<file path="src/rtl/router_pkg.sv">
// Shared constants and helpers for the router input unit.
//   clog2              : ceiling log2, usable in parameter expressions
//   TIE_LOWEST, TIE_RR : tie-break selectors for the bank demux
//   ROUTER_FIFO_SPLIT  : default number of input FIFO banks
//   ROUTER_FIFO_DEPTH  : default entries per input FIFO bank
package router_pkg;

  localparam int TIE_LOWEST = 0;
  localparam int TIE_RR     = 1;

  localparam int ROUTER_FIFO_SPLIT = 4;
  localparam int ROUTER_FIFO_DEPTH = 8;

  // clog2(1) = 0, clog2(8) = 3, clog2(9) = 4
  function automatic int clog2(input int value);
    int result;
    result = 0;
    for (int v = value - 1; v > 0; v = v >> 1) begin
      result = result + 1;
    end
    return result;
  endfunction

endpackage

</file>
<file path="src/rtl/demux_min_select.sv">
// Combinational rotated argmin over per-bank occupancy counts.
// Scans banks starting at start_i (wrapping modulo NUM_BANKS) and grants the
// first eligible bank holding the smallest count.
//   cnt_i   : flattened counts, bank i at [i*CNT_W +: CNT_W]
//   elig_i  : per-bank eligibility mask
//   start_i : first bank index to scan
//   grant_o : one-hot grant (zero when nothing is eligible)
//   idx_o   : binary index of the granted bank
//   any_o   : at least one bank is eligible
module demux_min_select
  import router_pkg::*;
#(
  parameter  int NUM_BANKS = 4,
  parameter  int CNT_W     = 4,
  localparam int IDX_W     = (NUM_BANKS > 1) ? clog2(NUM_BANKS) : 1
) (
  input  logic [NUM_BANKS*CNT_W-1:0] cnt_i,
  input  logic [NUM_BANKS-1:0]       elig_i,
  input  logic [IDX_W-1:0]           start_i,
  output logic [NUM_BANKS-1:0]       grant_o,
  output logic [IDX_W-1:0]           idx_o,
  output logic                       any_o
);

  logic             found;
  logic [CNT_W-1:0] best;
  int               j;

  always_comb begin
    grant_o = '0;
    idx_o   = '0;
    found   = 1'b0;
    best    = '0;
    j       = 0;
    for (int k = 0; k < NUM_BANKS; k++) begin
      j = int'(start_i) + k;
      if (j >= NUM_BANKS) begin
        j = j - NUM_BANKS;
      end
      // Strict less-than keeps the first minimum met in scan order.
      if (elig_i[j] && (!found || (cnt_i[j*CNT_W +: CNT_W] < best))) begin
        found = 1'b1;
        best  = cnt_i[j*CNT_W +: CNT_W];
        idx_o = IDX_W'(j);
      end
    end
    if (found) begin
      grant_o[idx_o] = 1'b1;
    end
    any_o = found;
  end

endmodule

</file>
<file path="src/rtl/input_unit_demux_nbank.sv">
// Input-unit demux: steers each accepted flit to the least-occupied non-full
// FIFO bank, tracking per-bank occupancy from push/pop strobes.
//   clk, rst_n     : clock, asynchronous active-low reset
//   in_data_valid  : upstream flit valid
//   in_data_ready  : at least one bank has room
//   fifo_read_en   : per-bank pop strobes from the downstream arbiter
//   fifo_write_en  : per-bank push strobe, one-hot on accept, else zero
//   fifo_cnt       : flattened occupancy, bank i at [i*CNT_W +: CNT_W]
//   err_clr        : clears err_underflow (a new underflow wins)
//   err_underflow  : sticky flag, a pop hit an empty bank
module input_unit_demux_nbank
  import router_pkg::*;
#(
  parameter  int NUM_BANKS  = ROUTER_FIFO_SPLIT,
  parameter  int FIFO_DEPTH = ROUTER_FIFO_DEPTH,
  parameter  int TIE_MODE   = TIE_LOWEST,
  localparam int CNT_W      = clog2(FIFO_DEPTH) + 1
) (
  input  logic                       clk,
  input  logic                       rst_n,
  input  logic                       in_data_valid,
  output logic                       in_data_ready,
  input  logic [NUM_BANKS-1:0]       fifo_read_en,
  output logic [NUM_BANKS-1:0]       fifo_write_en,
  output logic [NUM_BANKS*CNT_W-1:0] fifo_cnt,
  input  logic                       err_clr,
  output logic                       err_underflow
);

  localparam int               IDX_W   = (NUM_BANKS > 1) ? clog2(NUM_BANKS) : 1;
  localparam logic [CNT_W-1:0] DEPTH_C = CNT_W'(FIFO_DEPTH);

  logic [CNT_W-1:0]           cnt_q [NUM_BANKS];
  logic [CNT_W-1:0]           cnt_d [NUM_BANKS];
  logic [NUM_BANKS*CNT_W-1:0] cnt_flat;
  logic [NUM_BANKS-1:0]       full;
  logic [NUM_BANKS-1:0]       grant;
  logic [NUM_BANKS-1:0]       empty_rd;
  logic [IDX_W-1:0]           sel_idx;
  logic [IDX_W-1:0]           start_idx;
  logic [IDX_W-1:0]           rr_ptr_q;
  logic                       any_elig;
  logic                       accept;
  logic                       err_q;
  logic                       err_d;

  for (genvar gi = 0; gi < NUM_BANKS; gi++) begin : g_bank
    assign cnt_flat[gi*CNT_W +: CNT_W] = cnt_q[gi];
    // A pop in the same cycle does not reopen a full bank.
    assign full[gi] = (cnt_q[gi] == DEPTH_C);
  end

  assign start_idx = (TIE_MODE == TIE_RR) ? rr_ptr_q : '0;

  demux_min_select #(
    .NUM_BANKS (NUM_BANKS),
    .CNT_W     (CNT_W)
  ) u_min_select (
    .cnt_i   (cnt_flat),
    .elig_i  (~full),
    .start_i (start_idx),
    .grant_o (grant),
    .idx_o   (sel_idx),
    .any_o   (any_elig)
  );

  // Counters are all zero in reset, so ready is naturally 1 there; the
  // explicit rst_n term keeps pushes from escaping while reset is held.
  assign in_data_ready = any_elig;
  assign accept        = in_data_valid & any_elig & rst_n;
  assign fifo_write_en = accept ? grant : '0;

  always_comb begin
    empty_rd = '0;
    for (int i = 0; i < NUM_BANKS; i++) begin
      cnt_d[i] = cnt_q[i];
      if (fifo_read_en[i] && (cnt_q[i] == '0)) begin
        // Pop at empty saturates; a simultaneous push still lands.
        empty_rd[i] = 1'b1;
        if (fifo_write_en[i]) begin
          cnt_d[i] = cnt_q[i] + CNT_W'(1);
        end
      end else if (fifo_write_en[i] && !fifo_read_en[i]) begin
        cnt_d[i] = cnt_q[i] + CNT_W'(1);
      end else if (fifo_read_en[i] && !fifo_write_en[i]) begin
        cnt_d[i] = cnt_q[i] - CNT_W'(1);
      end
    end
    // Setting the flag takes priority over clearing it.
    if (|empty_rd) begin
      err_d = 1'b1;
    end else if (err_clr) begin
      err_d = 1'b0;
    end else begin
      err_d = err_q;
    end
  end

  always_ff @(posedge clk or negedge rst_n) begin
    if (!rst_n) begin
      for (int i = 0; i < NUM_BANKS; i++) begin
        cnt_q[i] <= '0;
      end
      err_q <= 1'b0;
    end else begin
      for (int i = 0; i < NUM_BANKS; i++) begin
        cnt_q[i] <= cnt_d[i];
      end
      err_q <= err_d;
    end
  end

  if ((NUM_BANKS > 1) && (TIE_MODE == TIE_RR)) begin : g_rr
    logic [IDX_W-1:0] rr_ptr_d;

    always_comb begin
      rr_ptr_d = rr_ptr_q;
      if (accept) begin
        rr_ptr_d = (sel_idx == IDX_W'(NUM_BANKS - 1)) ? '0 : sel_idx + IDX_W'(1);
      end
    end

    always_ff @(posedge clk or negedge rst_n) begin
      if (!rst_n) begin
        rr_ptr_q <= '0;
      end else begin
        rr_ptr_q <= rr_ptr_d;
      end
    end
  end else begin : g_no_rr
    assign rr_ptr_q = '0;
  end

  assign fifo_cnt      = cnt_flat;
  assign err_underflow = err_q;

  for (genvar gi = 0; gi < NUM_BANKS; gi++) begin : g_chk
    a_no_overflow : assert property (@(posedge clk) disable iff (!rst_n)
      cnt_q[gi] <= DEPTH_C);
  end

  a_grant_matches_idx : assert property (@(posedge clk) disable iff (!rst_n)
    accept |-> fifo_write_en[sel_idx]);

endmodule

</file>
<file path="config.mk">
export PLATFORM = sky130hd
export DESIGN_NAME = input_unit_demux_nbank
export DESIGN_NICKNAME = d
export VERILOG_FILES = /design/src/rtl/router_pkg.sv /design/src/rtl/demux_min_select.sv /design/src/rtl/input_unit_demux_nbank.sv
export SDC_FILE = /design/constraint.sdc
export NUM_CORES = 1
export LEC_CHECK = 0
export ABC_AREA = 1
export BUFFER_PORTS_ARGS = -buffer_cell sky130_fd_sc_hd__buf_2
export CAP_MARGIN = 10
export CORE_ASPECT_RATIO = 1.2
export CORE_MARGIN = 2
export CORE_UTILIZATION = 45
export CTS_CLUSTER_SIZE = 24
export DETAILED_ROUTE_END_ITERATION = 6
export PLACE_DENSITY = 0.77
export SYNTH_ARGS = -nofsm -noshare
export SYNTH_HDL_FRONTEND = slang
export SYNTH_SLANG_ARGS = --single-unit
</file>
<file path="constraint.sdc">
create_clock -name clk -period 6.05 [get_ports clk]
set_clock_uncertainty 0.1 [all_clocks]
set_input_delay 1.5125 -clock clk [delete_from_list [all_inputs] [get_ports clk]]
set_output_delay 1.5125 -clock clk [all_outputs]
set_load 0.05 [all_outputs]
</file>
==> results.cfg <==
[floorplan]
coreArea_sq_um = 3970
die_area_sq_um = 4700
design.portCount = 30
rows = 25
die_y_um = 74.7
die_w_um = 62.9
start_util_pct = 47.2

[drt]
drc = 0
first_iter_violations = 49
antenna_left = 0
drtPass1Iterations = 4
wire_per_inst_um = 11.6
viasPerCell = 4.96
top_layer = met4
wl_met2_mm = 2.10
routed_wirelength_mm = 4.04
num_vias = 1720
wirelength_met1_mm = 1.74
wl_met3_um = 111

[yosys]
syn_nets = 292
synth_area_sq_um = 1870
synth_xor_area_share_pct = 8.88
ys_warn_count = 0
synth_cells = 264
synth_fa_ha_area_share_pct = 13.4
yosys.area_share.simple_pct = 34.2
muxShareOfSynthArea_pct = 0
syn_area_per_cell_sq_um = 7.10
synth_compound_gate_area_share_pct = 10.3
synthDistinctLibCells = 29
synth_seq_area_share_pct = 22.7
synth_top_family_by_area = simple AND/OR/NAND/NOR gates
synth-seq-cells = 17

[sta]
maxSlewViolCount = 0
tightest_slew_ns = 0.843
whs_ns = 0.438
worst_slew_margin_rel_pct = 43.3
period_needed_ns = 5.62
setup-violations-final = 0
finalCritPeriodShare_pct = 92.9
hold_viol_final = 0
fmax_mhz = 178
fin_ws_ns = 0.432
setup_tns_ns = 0

[clocking]
cts.hold.buffers_added = 0
clk_pin_slew_worst_paths_ns = 0.07
clk_latency_ns = 0.26
cts_setup_buffers = 0
htree_num_levels = 1
clock-sinks = 17
clock_path_buffers = 2
cts_buffers = 3
cts_tree = built
root_buffer = clkbuf_8

[placement]
port_buffers = 29
place_ws_ns = 0.459
place_hpwl_mm = 3.23
place_inst = 343
place.gp.congestion = 0.923

[grt]
grt_overflow = 0
antenna_found_initial = 0
grt_use_total_pct = 18.7
grt_max_degree = 18
grt_pass1_wl_mm = 7.02
grt_pass1_vias = 1619

[worst_hold_path]
min_from = err_underflow
hold_path.class = flop to flop

[job]
cap_viol_max_count = 0

[worst_setup_path]
required_ns = 4.44
critPathCaptureType = output pin
crit_slowest_cell = dfrtp_1
critPathKind = flop to output pin
cp_max_fo = 11
arrival_ns = 4.01
r2r_start = fifo_cnt[0]
slowest_delay_ns = 0.42
startpoint = fifo_cnt[0]
timing.critical_path.mode_cell = nand2_1
startpoint_type = flop

[layout]
antenna_cells = 0
drive_gt1_share_pct = 23.5
finalNetCount = 322
area_growth_pct = 14.0
layout_commonest_cell = nand2_1
finalNonFillerCells = 347
final_cell_mix = nand2_1, inv_1, buf_2

[run_status]
status = completed
[Yosys cell counts (all sizes together)]
library cell | count | area share [%]
a21oi | 4 | 1.1
buf | 3 | 0.93
clkbuf | 2 | 0.40
dfrtp | 17 | 23
ha | 20 | 13
inv | 46 | 9.2
nand2 | 71 | 18
nand3 | 22 | 7.5
nand4 | 4 | 1.3
nor2 | 15 | 3.5
nor3 | 8 | 2.1
nor4 | 4 | 1.3
o211ai | 6 | 2.4
o21ai | 20 | 6.1
o22ai | 1 | 0.67
or2 | 2 | 0.67
xnor2 | 5 | 2.3
xor2 | 14 | 6.5
[per-layer routing]
layer	vias to the layer above	global-route usage, %
li1	906	-
met1	778	22.0
met2	29	34.6
met3	7	2.09
met4	0	8.40
met5	-	0
[area by class of cell]
cell class / instances / area (sq um)
Clock buffer: 4 / 45.0
Fill cell: 415 / 1840
Inverter: 46 / 173
Multi-Input combinational cell: 196 / 1260
Sequential cell: 17 / 425
Tap cell: 54 / 67.6
Timing Repair Buffer: 30 / 163
[critical path: cells and delay by family (launching register included)]
kind / cells / cell delay (ns)
compound gates: 3 / 0.29
fa+ha+maj: 4 / 1.14
buf+inv: 5 / 0.49
flops: 1 / 0.42
simple gates: 18 / 1.41
[registers in the layout, indices dropped and copies added, names as in the netlist]
signal and flops:
fifo_cnt 16, err_underflow 1
[stage by stage]
step | util, % | cell area [sq um]
global placement | 52.1 | 2070
finish | 53.8 | 2140
CTS | 53.2 | 2110
detailed placement | 52.1 | 2070
global route | 53.8 | 2140
floorplan | - | 1870
[worst paths after layout]
| check | to | slack (ns) | cells past startpoint |
|---|---|---|---|
| setup / recovery | fifo_write_en[1] | 0.43 | 30 |
| hold / removal | err_underflow | 0.44 | 2 |
| setup reg to reg | fifo_cnt[15] | 1.93 | 31 |
| hold reg to reg | err_underflow | 0.44 | 2 |
| max in group asynchronous | fifo_cnt[12] | 4.50 | 2 |
| min in group asynchronous | fifo_cnt[10] | 1.15 | 2 |
[timing repair]
item	CTS	global route
endpoints found under the setup margin	0	4
resized for setup	0	12
endpoints found under the hold margin	0	0
[cells by family after synthesis]
family          Yosys count
fa+ha+maj                20
compound gates           31
simple gates            126
xor+xnor                 19
buf+inv                  51
flops                    17
Power is not shown: default switching activity piles up to over one toggle a cycle in this logic, so the estimate is an artifact.
